File: src/rtl/matvec_ctrl.sv
// rtl/matvec_ctrl.sv - control FSM for the NxN matrix-vector multiply datapath
//
// Sequences the upstream word stream into matrix/vector memory writes, walks
// the read addresses and accumulator controls for each row, and hands each
// finished row to the downstream consumer.
//
// Ports:
//   clk, reset       clock, synchronous active-high reset
//   input_valid      upstream word valid
//   input_ready      a word is accepted this cycle (IDLE, LOAD_M, LOAD_X)
//   new_matrix       on the first word of a problem: 1 = matrix words follow
//   output_valid     accumulator holds a finished row result
//   output_ready     downstream accepts the row result
//   wr_en_m, addr_m  matrix memory write enable / address (write or read)
//   wr_en_x, addr_x  vector memory write enable / address (write or read)
//   clear_acc        accumulator loads the product instead of adding it
//   en_acc           accumulator update enable
module matvec_ctrl #(
    parameter int N  = 8,
    parameter int AM = $clog2(N*N),
    parameter int AX = $clog2(N)
) (
    input  logic          clk,
    input  logic          reset,
    input  logic          input_valid,
    output logic          input_ready,
    input  logic          new_matrix,
    output logic          output_valid,
    input  logic          output_ready,
    output logic          wr_en_m,
    output logic [AM-1:0] addr_m,
    output logic          wr_en_x,
    output logic [AX-1:0] addr_x,
    output logic          clear_acc,
    output logic          en_acc
);
    typedef enum logic [2:0] {IDLE, LOAD_M, LOAD_X, COMPUTE, OUT} state_t;

    // k runs 0..N inside COMPUTE, so it needs one bit more than a column index
    localparam int            KW       = AX + 1;
    localparam logic [AM-1:0] M_LAST   = AM'(N*N - 1);
    localparam logic [AM-1:0] X_LAST   = AM'(N - 1);
    localparam logic [KW-1:0] K_LAST   = KW'(N);
    localparam logic [AX-1:0] COL_LAST = AX'(N - 1);

    state_t        state;
    logic [AM-1:0] count;
    logic [AX-1:0] row;
    logic [KW-1:0] k;
    logic          matrix_loaded;

    logic          hs;
    logic          take_matrix;
    logic [AX-1:0] k_rd;

    assign input_ready  = !reset && (state == IDLE || state == LOAD_M || state == LOAD_X);
    assign output_valid = !reset && (state == OUT);
    assign hs           = input_valid && input_ready;

    // Only meaningful in IDLE; elsewhere new_matrix may be X and is masked by state
    assign take_matrix  = new_matrix || !matrix_loaded;
    assign wr_en_m      = hs && (state == LOAD_M || (state == IDLE && take_matrix));
    assign wr_en_x      = hs && (state == LOAD_X || (state == IDLE && !take_matrix));

    // The final compute cycle and OUT park on the last column, keeping the
    // read addresses frozen while the result waits for the consumer.
    assign k_rd = (k >= K_LAST) ? COL_LAST : k[AX-1:0];

    always_comb begin
        addr_m    = '0;
        addr_x    = '0;
        en_acc    = 1'b0;
        clear_acc = 1'b0;
        if (!reset) begin
            if (state == COMPUTE || state == OUT) begin
                addr_m    = AM'(row) * AM'(N) + AM'(k_rd);
                addr_x    = k_rd;
                // Read data lags the address by one cycle, so the MAC runs in k=1..N
                en_acc    = (state == COMPUTE) && (k != '0);
                clear_acc = (state == COMPUTE) && (k == KW'(1));
            end else begin
                addr_m = count;
                addr_x = count[AX-1:0];
            end
        end
    end

    always_ff @(posedge clk) begin
        if (reset) begin
            state         <= IDLE;
            count         <= '0;
            row           <= '0;
            k             <= '0;
            matrix_loaded <= 1'b0;
        end else begin
            case (state)
                IDLE: begin
                    if (hs) begin
                        count <= AM'(1);
                        state <= take_matrix ? LOAD_M : LOAD_X;
                    end
                end
                LOAD_M: begin
                    if (hs) begin
                        if (count == M_LAST) begin
                            count         <= '0;
                            matrix_loaded <= 1'b1;
                            state         <= LOAD_X;
                        end else begin
                            count <= count + AM'(1);
                        end
                    end
                end
                LOAD_X: begin
                    if (hs) begin
                        if (count == X_LAST) begin
                            count <= '0;
                            row   <= '0;
                            k     <= '0;
                            state <= COMPUTE;
                        end else begin
                            count <= count + AM'(1);
                        end
                    end
                end
                COMPUTE: begin
                    if (k == K_LAST) begin
                        state <= OUT;
                    end else begin
                        k <= k + KW'(1);
                    end
                end
                OUT: begin
                    if (output_ready) begin
                        k <= '0;
                        if (row == COL_LAST) begin
                            state <= IDLE;
                        end else begin
                            row   <= row + AX'(1);
                            state <= COMPUTE;
                        end
                    end
                end
                default: state <= IDLE;
            endcase
        end
    end
endmodule

File: config.mk
export PLATFORM = sky130hd
export DESIGN_NAME = matvec_ctrl
export DESIGN_NICKNAME = d
export VERILOG_FILES = /design/src/rtl/matvec_ctrl.sv
export SDC_FILE = /design/constraint.sdc
export NUM_CORES = 1
export LEC_CHECK = 0
export ABC_AREA = 0
export CORE_MARGIN = 2
export CORE_UTILIZATION = 54
export DETAILED_ROUTE_END_ITERATION = 16
export PLACE_DENSITY = 0.79
export SETUP_SLACK_MARGIN = 0.2
export SYNTH_ARGS = -nofsm -noshare
export SYNTH_HDL_FRONTEND = slang
export SYNTH_SLANG_ARGS = --single-unit
File: constraint.sdc
create_clock -name clk -period 2.9 [get_ports clk]
set_clock_uncertainty 0.15 [all_clocks]
set_input_delay 0.58 -clock clk [delete_from_list [all_inputs] [get_ports clk]]
set_output_delay 0.58 -clock clk [all_outputs]
set_load 0.05 [all_outputs]
After elaboration in Yosys (flattened, before gate mapping):

Cells that the tools add are included.

* multipliers: 0
* divide/modulo/power cells: 0
* eq/ne operators: 18
* $add $sub $neg: 4
* magnitude comparators: 1
* shift operators: 0
* reduce and logical (&&, ||, !) cells: 28
* multiplexer cells: 35
* bitwise gates (word level): 0

Operators with widths (count)
* $mux W3: 14
* $mux W6: 7
* $pmux W6 S3: 1
* $mux W4: 4
* $pmux W3 S5: 1
* $ne A2 B2 Y1 const B: 6
* $pmux W4 S3: 1
* $reduce_and A5 Y1: 2
* $logic_and A1 B1 Y1: 9
* $reduce_and A7 Y1: 1
* $add A6 B1 Y6 const B: 1
* $add A6 B3 Y6: 1
* $eq A3 B2 Y1 const B: 2
* $eq A3 B3 Y1 const B: 2
* $eq A6 B3 Y1 const B: 1
* $eq A6 B6 Y1 const B: 1
* $logic_or A1 B1 Y1: 6
* $ne A2 B1 Y1 const B: 3
* $pmux W3 S2: 1
* $reduce_bool A3 Y1: 2
* $add A4 B1 Y4 const B: 1
* $eq A4 B1 Y1 const B: 1
* $eq A4 B4 Y1 const B: 1
* $ge A4 B4 Y1 const B: 1
* other kinds (10): 16

* input port bits: 5
* ROM bits: 0
* memories: 0
* output and inout bits: 15
* latch bits: 0
* logic and storage cells: 91
* register bits after elaboration: 17
* bits in writable memories: 0

Logic depth before layout (Yosys ltp):

Gate-level depths: netlist of the first run.

* depth after elaboration: 7
* mapped depth: 8
* mapped depth without buffers: 6

Least setup slack after synthesis of the first run:

No wires, ideal clock.

* path kind: input-to-output
* start: input reset
* end: output wr_en_x
* path buffers: 1
* arrival time: 2.812 ns
* slack: -0.642 ns
* stages: 4
* data required time: 2.170 ns
* cells stage by stage: buf_4 a211oi_4 nand2_1 a211oi_1

* cells in the longest elaborated chain, start to end: 4

RTL lines
* start: declaration: line 24 `input logic reset,`
* $logic_not A1 Y1
* $logic_and A1 B1 Y1: line 56 `assign input_ready = !reset && (state == IDLE || state == LOAD_M || state == LOAD_X);`
* net input_ready: line 26 `output logic input_ready,`
* $logic_and A1 B1 Y1: line 58 `assign hs = input_valid && input_ready;`
* $logic_and A1 B1 Y1: line 63 `assign wr_en_x = hs && (state == LOAD_X || (state == IDLE && !take_matrix));`
* end: declaration: line 32 `output logic wr_en_x,`

The timed path passes the listed nets, and every way through them passes these cells.

Worst setup path in the final report of the first run:

* start: input reset
* end: output wr_en_x

* cells in the longest elaborated chain, start to end: 4

RTL lines (line)
* $logic_not A1 Y1
* $logic_and A1 B1 Y1: 56
* $logic_and A1 B1 Y1: 58
* $logic_and A1 B1 Y1: 63

No other way between the ends.

==> results.txt, run 1 <==
Peak supply drop: 0.0003129 V
Final RePlAce weighted congestion: 0.8907
Buffers added on ports: 19
Minimum clock period: 2.587 ns
Fmax: 386.6 MHz
Final std cells w/o fill: 218
Io pins: 20
Synth top cells by count: dfxtp_1 (17), nand2_1 (17), nor2_1 (13)
Diode count: 0
Largest stage delay on the critical path: 0.50 ns
HP Start: matrix_loaded$_SDFFE_PP0P_
Setup TNS: 0 ns
Die ar.: 3016 sq um
YS warnings: 0
Max Cap Viol: 0
Clk_lat worst skew: 0.31 ns
Share of layout cells above drive strength 1: 27.13%
Root Driver: clkbuf_4
Avg Inst Size Synth: 8.188 sq um
Sequential-to-total area share from yosys stat: 24.31%
Number of global-route vias before repair: 1,281
Synth area leaders: dfxtp_1 (24%), ha_1 (5.4%), nand2_1 (4.6%)
Vias/cell: 6.367
Filler cells: 181
Die H: 54.92 um
DR vias: 1,388
Worst path slowest cell: clkdlybuf4s50_1
Core Box Area: 2477 sq um
Slew headroom: 73.13%
DP Wirelength: 2648 um
Hold path endpoint: matrix_loaded$_SDFFE_PP0P_
Pleak: 0.6357 nW
Critical Path RT: 2.17 ns
Initial antenna violation count: 0
Clock-pin slew on the worst setup and hold paths: 0.10 ns
Syn nets: 182
Most frequent CP cell: a211oi_4
Final wirelength: 3528 um
Reg2Reg Setup Slack: 0.79 ns
Clock Tree Buf Depth: 2
Total GRT Usage: 27.16%
Fin. Hold Viols: 0
Fraction of registers with async set/reset: 0%
RR Endpoint: k[0]$_SDFFE_PP0P_
Worst Hold Class: flop to flop
Cells after DPL: 211
H-tree levels: 1
Yosys reg bits: 17
CTS Sinks: 17
1st-iter DRT viols: 46
Cell Rows: 18
Chip width: 54.92 um
Path depth of the worst reg2reg path: 6
RSZ-0062 raised after global routing: no
Status: finished, final reports clean
Post-synth top area cell: dfxtp_1
GRT overflow: 0
Routed len/inst: 16.18 um
Hold path cells: 2
Endpoints failing setup: 0
CTS Buf Count: 3
Cell breakdown of the critical path: clkdlybuf4s50_1 -> a211oi_4 -> nand2_2 -> a211oi_4 -> buf_12
Worst slew pin tran: 0.4012 ns
Post-synth EDFFs: 0
Tcrit/Tclk final: 89.19%
CP startpoint kind: input pin
Post-Synthesis Cells: 171
R2r startpoint: k[0]$_SDFFE_PP0P_
DRT antenna net count: 0
Drt drc: 0
First-pass GRT wire length: 5844 um
Worst Setup Path Type: input pin to primary output
PnR Total Power: 582.5 uW
Power Density: 312.9 nW/um^2
Post-Syn Area: 1400 sq um
Nets: 200
Largest net degree at the start of global routing: 27
Initial core utilization: 56.52%
CTS tree: built
CP endpoint kind: primary output
Slew Limit Fails: 0
Synth Flop Type: dfxtp_1
Crit-path max FO: 5
Arrival time worst endpoint: 1.86 ns
Distinct cells, synth: 56
P&R area growth vs syn: 32.98%
TritonRoute pass-1 iters: 4
Area fraction of the dominant cell type after synthesis: 24.31%
Hold buffer count at cts: 0
[critical path, delay by kind of cell]
| family | cells | cell delay (ns) |
|---|---|---|
| compound gates | 2 | 0.44 |
| simple gates | 1 | 0.16 |
| buf+inv | 2 | 0.67 |
[registers in the layout, summed over array words and instances (netlist names)]
register	cells
count	6
k	4
matrix_loaded	1
state	3
row	3
[kinds of logic after synthesis]
kind of cell | count (synthesis) | synth area share [%]
fa+ha+maj | 6 | 5.362
mux | 3 | 2.502
buf+inv | 19 | 8.221
flops | 17 | 24.31
compound gates | 56 | 29.58
xor+xnor | 1 | 0.6257
simple gates | 69 | 29.40
[per-stage QoR]
step | area (sq um) | hold WS (ns) | setup WS (ns) | util (%)
floorplan | 1484 | 0.2914 | 0.1453 | -
global placement | 1808 | 0.3177 | 0.3308 | 72.98
detailed placement | 1808 | 0.3151 | 0.3094 | 72.98
CTS | 1839 | 0.3494 | 0.2212 | 74.24
global route | 1862 | 0.3859 | 0.2489 | 75.15
finish | 1862 | 0.3428 | 0.3134 | 75.15
[cell type report]
type | instances | area, sq um | area share (%)
Clock buffer | 4 | 26.28 | 1.411
Inverter | 4 | 15.01 | 0.8064
Multi-Input combinational cell | 135 | 1018 | 54.70
Sequential cell | 17 | 344.1 | 18.48
Tap cell | 30 | 37.54 | 2.016
Timing Repair Buffer | 28 | 420.4 | 22.58
[power by group]
part	internal (mW)	switching (mW)	total [mW]
Sequential	0.239	0.00491	0.244
Combinational	0.0821	0.121	0.203
Clock	0.0538	0.0811	0.135
[repair_timing]
action                                 CTS  global route
buffers inserted                         0             3
pin swaps                                0             1
setup endpoints to repair                9             6
resized for setup                        2             0
endpoints found under the hold margin    0             0
[worst max-delay path by stage]
| stage | cells past startpoint | endpoint | startpoint |
|---|---|---|---|
| floorplan | 4 | wr_en_m | reset |
| global placement | 5 | wr_en_m | reset |
| detailed placement | 5 | wr_en_x | reset |
| CTS | 5 | addr_m[0] | state[2]$_SDFFE_PP0P_ |
| global route | 5 | wr_en_x | reset |
| finish | 5 | wr_en_x | reset |
[metal layers]
layer / GRT usage, % / share of wire [%] / vias to the layer above
met5: 0 / 0 / -
met3: 6.452 / 5.0 / 8
met1: 34.28 / 43 / 677
met2: 43.85 / 50 / 39
met4: 12.20 / 2.0 / 0
li1: - / - / 664
[cell usage in the layout, fill, tap and decap left out, drive strengths merged, types with 6 or more instances in the layout]
master,netlist,final
buf,12,24
dfxtp,17,17
nand2,17,17
nor2,14,14
a21oi,14,14
nand3,9,9
o21ai,9,9
a211oi,7,7
nand2b,6,6
ha,6,6
Note: power is estimated with default switching activity, not from simulation.
==> run 2, diff against run 1 <==
--- a/config.mk
+++ b/config.mk
@@ -6,6 +6,7 @@
 export NUM_CORES = 1
 export LEC_CHECK = 0
 export ABC_AREA = 0
+export ABC_CLOCK_PERIOD_IN_PS = 2900
 export CORE_MARGIN = 2
 export CORE_UTILIZATION = 54
 export DETAILED_ROUTE_END_ITERATION = 16
==> results of run 2 <==
Same layout as run 1: the final DEF is identical, and so are final timing and power.
